File: config.mk
export PLATFORM = sky130hd
export DESIGN_NAME = instr_fetch_unit
export DESIGN_NICKNAME = d
export VERILOG_FILES = /design/src/rtl/instr_fetch_unit_pkg.sv /design/src/rtl/fetch_queue.sv /design/src/rtl/instr_fetch_unit.sv
export SDC_FILE = /design/constraint.sdc
export NUM_CORES = 1
export LEC_CHECK = 0
export ABC_AREA = 1
export CAP_MARGIN = 10
export CORE_MARGIN = 1.5
export CORE_UTILIZATION = 50
export DETAILED_ROUTE_END_ITERATION = 10
export DONT_BUFFER_PORTS = 1
export GPL_TIMING_DRIVEN = 0
export HOLD_SLACK_MARGIN = 0.05
export PLACE_DENSITY = 0.71
export SYNTH_ARGS = -nofsm -noshare
export SYNTH_HDL_FRONTEND = slang
export SYNTH_SLANG_ARGS = --single-unit
File: constraint.sdc
create_clock -name clk -period 10.8 [get_ports clk]
set_input_delay 1.62 -clock clk [delete_from_list [all_inputs] [get_ports clk]]
set_output_delay 1.62 -clock clk [all_outputs]
set_load 0.02 [all_outputs]
File: src/rtl/instr_fetch_unit_pkg.sv
// Shared fetch-stage types: state encoding, queue entry layout and instruction constants.
package instr_fetch_unit_pkg;

  localparam int unsigned ILEN = 32;
  localparam logic [ILEN-1:0] NOP_INSTR = 32'h0000_0013;

  typedef enum logic [1:0] {
    S_IDLE,
    S_REQ,
    S_DRAIN,
    S_FAULT
  } fetch_state_t;

  typedef struct packed {
    logic            fault;
    logic [ILEN-1:0] pc;
    logic [ILEN-1:0] instr;
  } fetch_entry_t;

endpackage

File: src/rtl/fetch_queue.sv
// Small synchronous FIFO of fetched entries; flush empties it, empty head reads as all zeros.
module fetch_queue
  import instr_fetch_unit_pkg::*;
#(
  parameter int unsigned QDEPTH = 2
) (
  input  logic                       clk,
  input  logic                       rst,
  input  logic                       flush,
  input  logic                       push,
  input  logic                       pop,
  input  fetch_entry_t               wr_entry,
  output fetch_entry_t               head,
  output logic                       empty,
  output logic [$clog2(QDEPTH):0]    count
);

  localparam int unsigned PW = $clog2(QDEPTH);

  logic [PW:0]  wr_ptr;
  logic [PW:0]  rd_ptr;
  fetch_entry_t mem [QDEPTH];

  assign empty = (wr_ptr == rd_ptr);
  assign count = wr_ptr - rd_ptr;
  assign head  = empty ? '0 : mem[rd_ptr[PW-1:0]];

  always_ff @(posedge clk) begin
    if (rst || flush) begin
      wr_ptr <= '0;
      rd_ptr <= '0;
    end else begin
      if (push) wr_ptr <= wr_ptr + 1'b1;
      if (pop && !empty) rd_ptr <= rd_ptr + 1'b1;
    end
  end

  always_ff @(posedge clk) begin
    if (push) mem[wr_ptr[PW-1:0]] <= wr_entry;
  end

endmodule

File: src/rtl/instr_fetch_unit.sv
// Fetch stage: owns the fetch PC, issues single outstanding imem reads and queues results for decode.
module instr_fetch_unit
  import instr_fetch_unit_pkg::*;
#(
  parameter logic [31:0] RESET_PC = 32'h0000_0000,
  parameter int unsigned QDEPTH   = 2
) (
  input  logic        clk,
  input  logic        rst,
  output logic        imem_req,
  output logic [31:0] imem_addr,
  input  logic        imem_ack,
  input  logic [31:0] imem_rdata,
  input  logic        redirect,
  input  logic [31:0] redirect_pc,
  input  logic        dec_ready,
  output logic        if_valid,
  output logic [31:0] if_instr,
  output logic [31:0] if_pc,
  output logic        if_fault
);

  localparam int unsigned CW = $clog2(QDEPTH) + 1;
  localparam logic [CW:0] QFULL = (CW + 1)'(QDEPTH);

  fetch_state_t   state, state_n;
  logic [31:0]    fetch_pc;
  logic [31:0]    drain_addr;
  logic [31:0]    fault_pc;
  logic           pend_fault;
  logic           misaligned;
  logic           q_push, q_pop, q_empty;
  logic [CW-1:0]  q_count;
  logic [CW:0]    count_next;
  fetch_entry_t   q_wr, q_head;

  assign misaligned = |redirect_pc[1:0];
  assign q_pop      = !q_empty && dec_ready && !redirect;

  fetch_queue #(.QDEPTH(QDEPTH)) u_queue (
    .clk      (clk),
    .rst      (rst),
    .flush    (redirect),
    .push     (q_push),
    .pop      (q_pop),
    .wr_entry (q_wr),
    .head     (q_head),
    .empty    (q_empty),
    .count    (q_count)
  );

  assign if_valid = !q_empty;
  assign if_instr = q_head.instr;
  assign if_pc    = q_head.pc;
  assign if_fault = q_head.fault;

  // The fault marker is pushed on the first S_FAULT cycle, so it also covers the post-drain case.
  always_comb begin
    q_push = 1'b0;
    q_wr   = '{fault: 1'b0, pc: fetch_pc, instr: imem_rdata};
    if (state == S_REQ && imem_ack) begin
      q_push = 1'b1;
    end else if (state == S_FAULT && pend_fault) begin
      q_push = 1'b1;
      q_wr   = '{fault: 1'b1, pc: fault_pc, instr: NOP_INSTR};
    end
    if (redirect) q_push = 1'b0;
    count_next = {1'b0, q_count} + (CW + 1)'(q_push) - (CW + 1)'(q_pop);
  end

  always_comb begin
    state_n   = state;
    imem_req  = (state == S_REQ) || (state == S_DRAIN);
    imem_addr = (state == S_DRAIN) ? drain_addr : fetch_pc;
    unique case (state)
      S_IDLE:  if (count_next < QFULL) state_n = S_REQ;
      S_REQ:   if (imem_ack) state_n = (count_next < QFULL) ? S_REQ : S_IDLE;
      S_DRAIN: if (imem_ack) state_n = pend_fault ? S_FAULT : S_REQ;
      S_FAULT: state_n = S_FAULT;
      default: state_n = S_IDLE;
    endcase
    if (redirect) begin
      if (imem_req && !imem_ack) state_n = S_DRAIN;
      else                       state_n = misaligned ? S_FAULT : S_REQ;
    end
  end

  always_ff @(posedge clk) begin
    if (rst) begin
      state      <= S_IDLE;
      fetch_pc   <= RESET_PC;
      drain_addr <= RESET_PC;
      fault_pc   <= RESET_PC;
      pend_fault <= 1'b0;
    end else begin
      state <= state_n;
      if (redirect) begin
        fetch_pc   <= {redirect_pc[31:2], 2'b00};
        fault_pc   <= redirect_pc;
        pend_fault <= misaligned;
        // Only a fresh abandon captures the address; a redirect mid-drain keeps the old one.
        if (state == S_REQ && !imem_ack) drain_addr <= fetch_pc;
      end else begin
        if (state == S_REQ && imem_ack) fetch_pc <= fetch_pc + 32'd4;
        if (state == S_FAULT && pend_fault) pend_fault <= 1'b0;
      end
    end
  end

endmodule

======== Word level (Yosys, flattened, before mapping) ========
Memory sizes are Yosys's and may differ from the RTL's. A register that Yosys moved wholly into a read port is not among the register bits.
Cells that the tools add are included.
W data, S select, Z words.
operators by class
  add/sub/neg operators ................... 6
  multiply operators ...................... 0
  div/mod/pow operators ................... 0
  $lt $le $gt $ge ......................... 1
  equality and inequality tests ........... 7
  shifts and indexed selects .............. 0
  multiplexer cells ....................... 24
  bitwise gates (word level) .............. 0
  reductions and logical operators ........ 19
operator list
  cell                     count
  $mux W65                 3
  $mux W32                 3
  $add A32 B3 Y32 const B  1
  $mux W2                  7
  $mux W1                  10
  $ne A3 B3 Y1 const B     3
  $pmux W2 S4              1
  $logic_and A1 B1 Y1      7
  $add A2 B1 Y2 const B    2
  $eq A2 B2 Y1 const B     2
  $reduce_bool A2 Y1       2
  $reduce_or A2 Y1         2
  $add A2 B1 Y3            1
  $logic_not A1 Y1         3
  $lt A3 B2 Y1 const B     1
  $reduce_and A3 Y1        1
  $sub A3 B1 Y3            1
  $eq A2 B1 Y1 const B     1
  $eq A2 B2 Y1             1
  $logic_not A2 Y1         1
  $logic_or A1 B1 Y1       2
  $reduce_and A2 Y1        1
  $sub A2 B2 Y2            1
word-level totals
  bits in registers ....................... 103
  bits in latches ......................... 0
  memory bits (writable) .................. 130
  bits in read-only memories .............. 0
  input port bits ......................... 69
  output and inout bits ................... 99
  word-level logic and storage cells ...... 66
  memories ................................ 1
memory list
  memory       depth  bits a word  rd ports  clocked after Yosys merged registers in  write ports  line               RTL
  u_queue.mem  2      65           1         1                                        1            fetch_queue.sv:22  fetch_entry_t mem [QDEPTH];

======== Logic depth before layout (Yosys ltp) ========
  word-level depth ........................ 12
  depth in mapped cells ................... 17
  gate-level depth less buffers ........... 17

======== Cells and area by module ========
From an unflattened synthesis, not the netlist that was laid out.
second synthesis, totals
  cell total of the unflattened synthesis .. 1214
  area, all modules ....................... 10958.0 µm²
modules (own cells, without submodules)
  module            times used  cells each  area each (µm²)  sequential area each (µm²)
  fetch_queue       1           375         5650.4           4003.8
  instr_fetch_unit  1           839         5307.6           1901.8

======== Worst setup path before layout ========
No wires, ideal clock.
  path type ............................... input port to flip-flop
  start ................................... input port redirect
  end ..................................... memory u_queue.mem[1][0] in the netlist's numbering (enable)
  setup time .............................. 492 ps
  arrival time ............................ 4891 ps
  required time ........................... 10308 ps
  slack ................................... 5417 ps
  cell stages on the path ................. 4
  path buffers ............................ 1
  cells stage by stage .................... buf_4 > nor2_4 > a31oi_1 > nor2_1
between the ends
  cells in the longest elaborated chain, start to end .. 3
RTL lines
  element                        line                    RTL
  start: declaration             instr_fetch_unit.sv:14  input logic redirect,
  $mux W1                        instr_fetch_unit.sv:67  if (redirect) q_push = 1'b0;
  $mux W1                        fetch_queue.sv:39       if (push) mem[wr_ptr[PW-1:0]] <= wr_entry;
  $mux W1 (not written as such)  fetch_queue.sv:39
  end: declaration               fetch_queue.sv:22
No other way between the ends.

======== Worst setup path in the final report ========
  start ................................... register u_queue.wr_ptr[0]
  end ..................................... output port if_pc[2]
between the ends
  cells in the longest elaborated chain, start to end .. 2
RTL lines
  element                   line                    RTL
  start: declaration        fetch_queue.sv:20       logic [PW:0] wr_ptr;
  start signal: assignment  fetch_queue.sv:33       if (push) wr_ptr <= wr_ptr + 1'b1;
  $eq A2 B2 Y1              fetch_queue.sv:24       assign empty = (wr_ptr == rd_ptr);
  $mux W65                  fetch_queue.sv:26       assign head = empty ? '0 : mem[rd_ptr[PW-1:0]];
  end: declaration          instr_fetch_unit.sv:19  output logic [31:0] if_pc,
No other way between the ends.

==> run summary <==
status: finished clean
number of synthesis warnings: 0
Setup-failing EPs final: 0
violation count after the first detailed-routing iteration: 533
top cells by area, synth: sky130_fd_sc_hd__edfxtp_1 (37%), sky130_fd_sc_hd__dfxtp_1 (19%), sky130_fd_sc_hd__nand2_1 (9.5%)
clock transition at the registers of the reported paths: 0.06 ns
total routing resource utilization after global routing: 23.4%
tightest slew margin relative to the limit: 52.1%
slowest stage cell on the critical path: sky130_fd_sc_hd__clkbuf_1
max-slew violations: 0
number of placement rows: 52
Gate Count Post-Synth: 1158
M2 GR Usage: 38.6%
launching element of the worst setup path: u_queue.wr_ptr[0]
Chip Height: 148 um
clock latency at the later pin of the worst-skew pair: 0.51 ns
wire length of the first global-routing pass: 40.2 mm
final critical-path share of the clock period: 39.7%
sort of element at the start of the critical path: flip-flop
overall via count from detail_route: 7942
layout overhead on the synthesized area: 11.8%
crit end category: output pin
Hold Path Class: reg -> reg
most numerous cell on the critical path: sky130_fd_sc_hd__inv_1
Worst IR Drop VDD: 0.101 mV
Least-Margin Pin Slew: 0.715 ns
starting density of the core: 51.5%
number of synthesized register bits: 230
startpoint of the lowest-slack hold path: fault_pc[26]
number of filler cells placed in the layout: 1824
DRC viols: 0
# Post-CTS Setup Buffers: 0
Total Power: 1980 uW
Resize count post-CTS: 0
cell family with the largest share of critical-path delay: buffers and inverters
required time worst endpoint: 9.18 ns
CTS tree: built
num ports: 168
number of endpoints with negative hold slack in the final report: 0
count of buffer and inverter cells on the critical path: 4
Final Routed Wirelength: 25.8 mm
worst-path maximum fanout: 10
startpoint of the lowest-slack register-to-register path: u_queue.wr_ptr[0]
post-detailed-route wirelength per cell: 17.4 um
die footprint: 22000 sq um
unrepaired setup endpoints after global routing: false
maximum operating frequency: 233 MHz
Net count, final: 1267
remaining number of nets flagged by the antenna check after routing: 0
clock root cell: sky130_fd_sc_hd__clkbuf_16
final estimated routing congestion in global placement: 0.941
GR Layer Usage met1: 31.5%
total clock sinks: 230
number of vias per cell: 5.38
number of global-route vias before repair: 7638
Final TNS setup: 0 ns
area share of the leading cell type in the synthesized netlist: 37.0%
fraction of final layout cells sized beyond drive strength 1: 12.6%
leakage power of the design: 0.00487 uW
longest individual stage delay on the worst path: 0.47 ns
post-synthesis average cell area: 9.11 sq um
ordered list of cells on the worst path: inv_1 > ha_1 > nand3_1 > buf_2 > clkbuf_1 > nand2_1 > inv_1
post-synthesis instance area: 10500 sq um
power density cells: 168 nW/um^2
Longest Clk Path Bufs: 3
count of different cell masters after synthesis: 38
total half-perimeter wirelength after legalization and detailed placement: 18.5 mm
count of TritonRoute iterations in the first routing pass: 5
global routing met3 resource utilization: 4.05%
diodes inserted: 0
number of CTS-inserted buffers: 24
Std-Cell Core Area: 20500 sq um
critical path class: reg -> out
number of buffer cells added on primary ports: 0
clock tree skew after final layout: 0.0105 ns
number of antenna violations at the first check in global routing: 0
Tmin final: 4.29 ns
dominant cell type by area after synthesis: sky130_fd_sc_hd__edfxtp_1
number of maximum-capacitance violations: 0
total global routing overflow: 0
flop2flop setup slack: 7.80 ns
htree depth: 1
horizontal die dimension: 148 um
sequential fraction of the synthesis area: 56.0%
pin count of the biggest net entering global routing: 33
Data arrival, critical path: 2.67 ns
highest-utilization routing layer at the global route stage: met2
CTS Hold Bufs: 0
metrics by stage:
step	hold WS [ns]	utilization (%)	setup slack, ns	instance area, sq um	cells
floorplan	0.426	-	5.42	10600	1159
global placement	0.436	53.1	3.61	10900	1429
detailed placement	0.440	53.6	6.94	11000	1433
CTS	0.453	57.5	6.42	11800	1477
global route	0.470	57.5	6.28	11800	1477
finish	0.452	57.5	6.51	11800	1477
power breakdown:
part / total, uW / leakage (uW) / switching (uW) / internal, uW
logic: 168 / 0.00247 / 124 / 44.2
clock network: 833 / 0.000389 / 327 / 506
registers: 978 / 0.00201 / 17.5 / 961
total: 1980 / 0.00487 / 469 / 1510
cells in the final DEF, fill, tap and decap left out, types with 5 or more instances in the layout:
cell                        Yosys  routed
sky130_fd_sc_hd__clkbuf_16      0      25
sky130_fd_sc_hd__mux2_2        65      65
sky130_fd_sc_hd__clkinv_1       0       7
sky130_fd_sc_hd__a31oi_1        8       8
sky130_fd_sc_hd__o21ai_1       19      19
sky130_fd_sc_hd__nor2_4         3       5
sky130_fd_sc_hd__o21ai_0      115     115
sky130_fd_sc_hd__nor3_1        14      14
sky130_fd_sc_hd__clkbuf_1      36      40
sky130_fd_sc_hd__dfxtp_1      100     100
sky130_fd_sc_hd__nor2_1        59      57
sky130_fd_sc_hd__buf_2         13      13
sky130_fd_sc_hd__nand2_1      266     266
sky130_fd_sc_hd__nand3_1       30      30
sky130_fd_sc_hd__inv_1        162     162
sky130_fd_sc_hd__edfxtp_1     130     130
sky130_fd_sc_hd__a21oi_1       71      71
sky130_fd_sc_hd__ha_1           8       8
sky130_fd_sc_hd__inv_2          9       9
sky130_fd_sc_hd__nand4_1        8       8
final timing paths:
kind,to,cells past startpoint
min reg2reg,fault_pc[26],2
max,if_pc[2],7
min,fault_pc[26],2
max reg2reg,state[0],17
cells by family after synthesis:
kind of cell	Yosys count	synth area share, %
fa+ha+maj	9	1.14
buf+inv	227	8.41
mux	65	6.94
flops	230	56.0
simple gates	400	16.4
xor+xnor	3	0.249
other cells	1	0.0355
compound gates	223	10.9
registers in the layout, indices dropped and copies added, names as in the netlist, named ones only:
register	count
drain_addr	30
fault_pc	32
fetch_pc	30
pend_fault	1
state	2
u_queue.mem	130
u_queue.rd_ptr	2
u_queue.wr_ptr	2
worst reg2reg max path, cell delays in order (launching register included):
cell,delay [ns]
sky130_fd_sc_hd__dfxtp_1,0.37
sky130_fd_sc_hd__inv_1,0.13
sky130_fd_sc_hd__ha_1,0.32
sky130_fd_sc_hd__nand3_1,0.23
sky130_fd_sc_hd__nand3_1,0.14
sky130_fd_sc_hd__inv_1,0.10
sky130_fd_sc_hd__ha_1,0.28
sky130_fd_sc_hd__or2_2,0.30
sky130_fd_sc_hd__fa_1,0.38
sky130_fd_sc_hd__inv_1,0.07
sky130_fd_sc_hd__nand3_1,0.09
sky130_fd_sc_hd__nand3_1,0.11
sky130_fd_sc_hd__nand2_1,0.07
sky130_fd_sc_hd__nand2_1,0.10
sky130_fd_sc_hd__nand3_1,0.07
sky130_fd_sc_hd__nand2_1,0.06
sky130_fd_sc_hd__nand2_1,0.05
sky130_fd_sc_hd__nand2_1,0.07
cell type report:
| type | count | area [sq um] | share of cell area [%] |
|---|---|---|---|
| Buffer | 56 | 245 | 2.08 |
| Clock buffer | 31 | 668 | 5.67 |
| Clock inverter | 13 | 133 | 1.12 |
| Inverter | 171 | 642 | 5.44 |
| Multi-Input combinational cell | 702 | 3770 | 32.0 |
| Sequential cell | 230 | 5910 | 50.1 |
| Tap cell | 270 | 338 | 2.86 |
| Timing Repair Buffer | 4 | 87.6 | 0.743 |
metal layers:
metal  up-vias  share of wire [%]
li1       3864                  -
met1      3753                 44
met2       287                 47
met3        38                6.8
met4         0                2.4
met5         -                  0
cells in the mapped netlist (all sizes together):
master / number
xor2: 3
o21ai: 134
and3: 1
o31ai: 2
conb: 1
buf: 20
mux2: 65
ha: 8
nand2: 270
o32ai: 1
o22ai: 4
edfxtp: 130
o211ai: 1
inv: 171
a31oi: 8
a22oi: 2
clkbuf: 36
or2: 4
nand4: 9
fa: 1
dfxtp: 100
a21oi: 71
nand3: 33
nor2: 66
nor3: 17
Note: power is estimated with default switching activity, not from simulation.
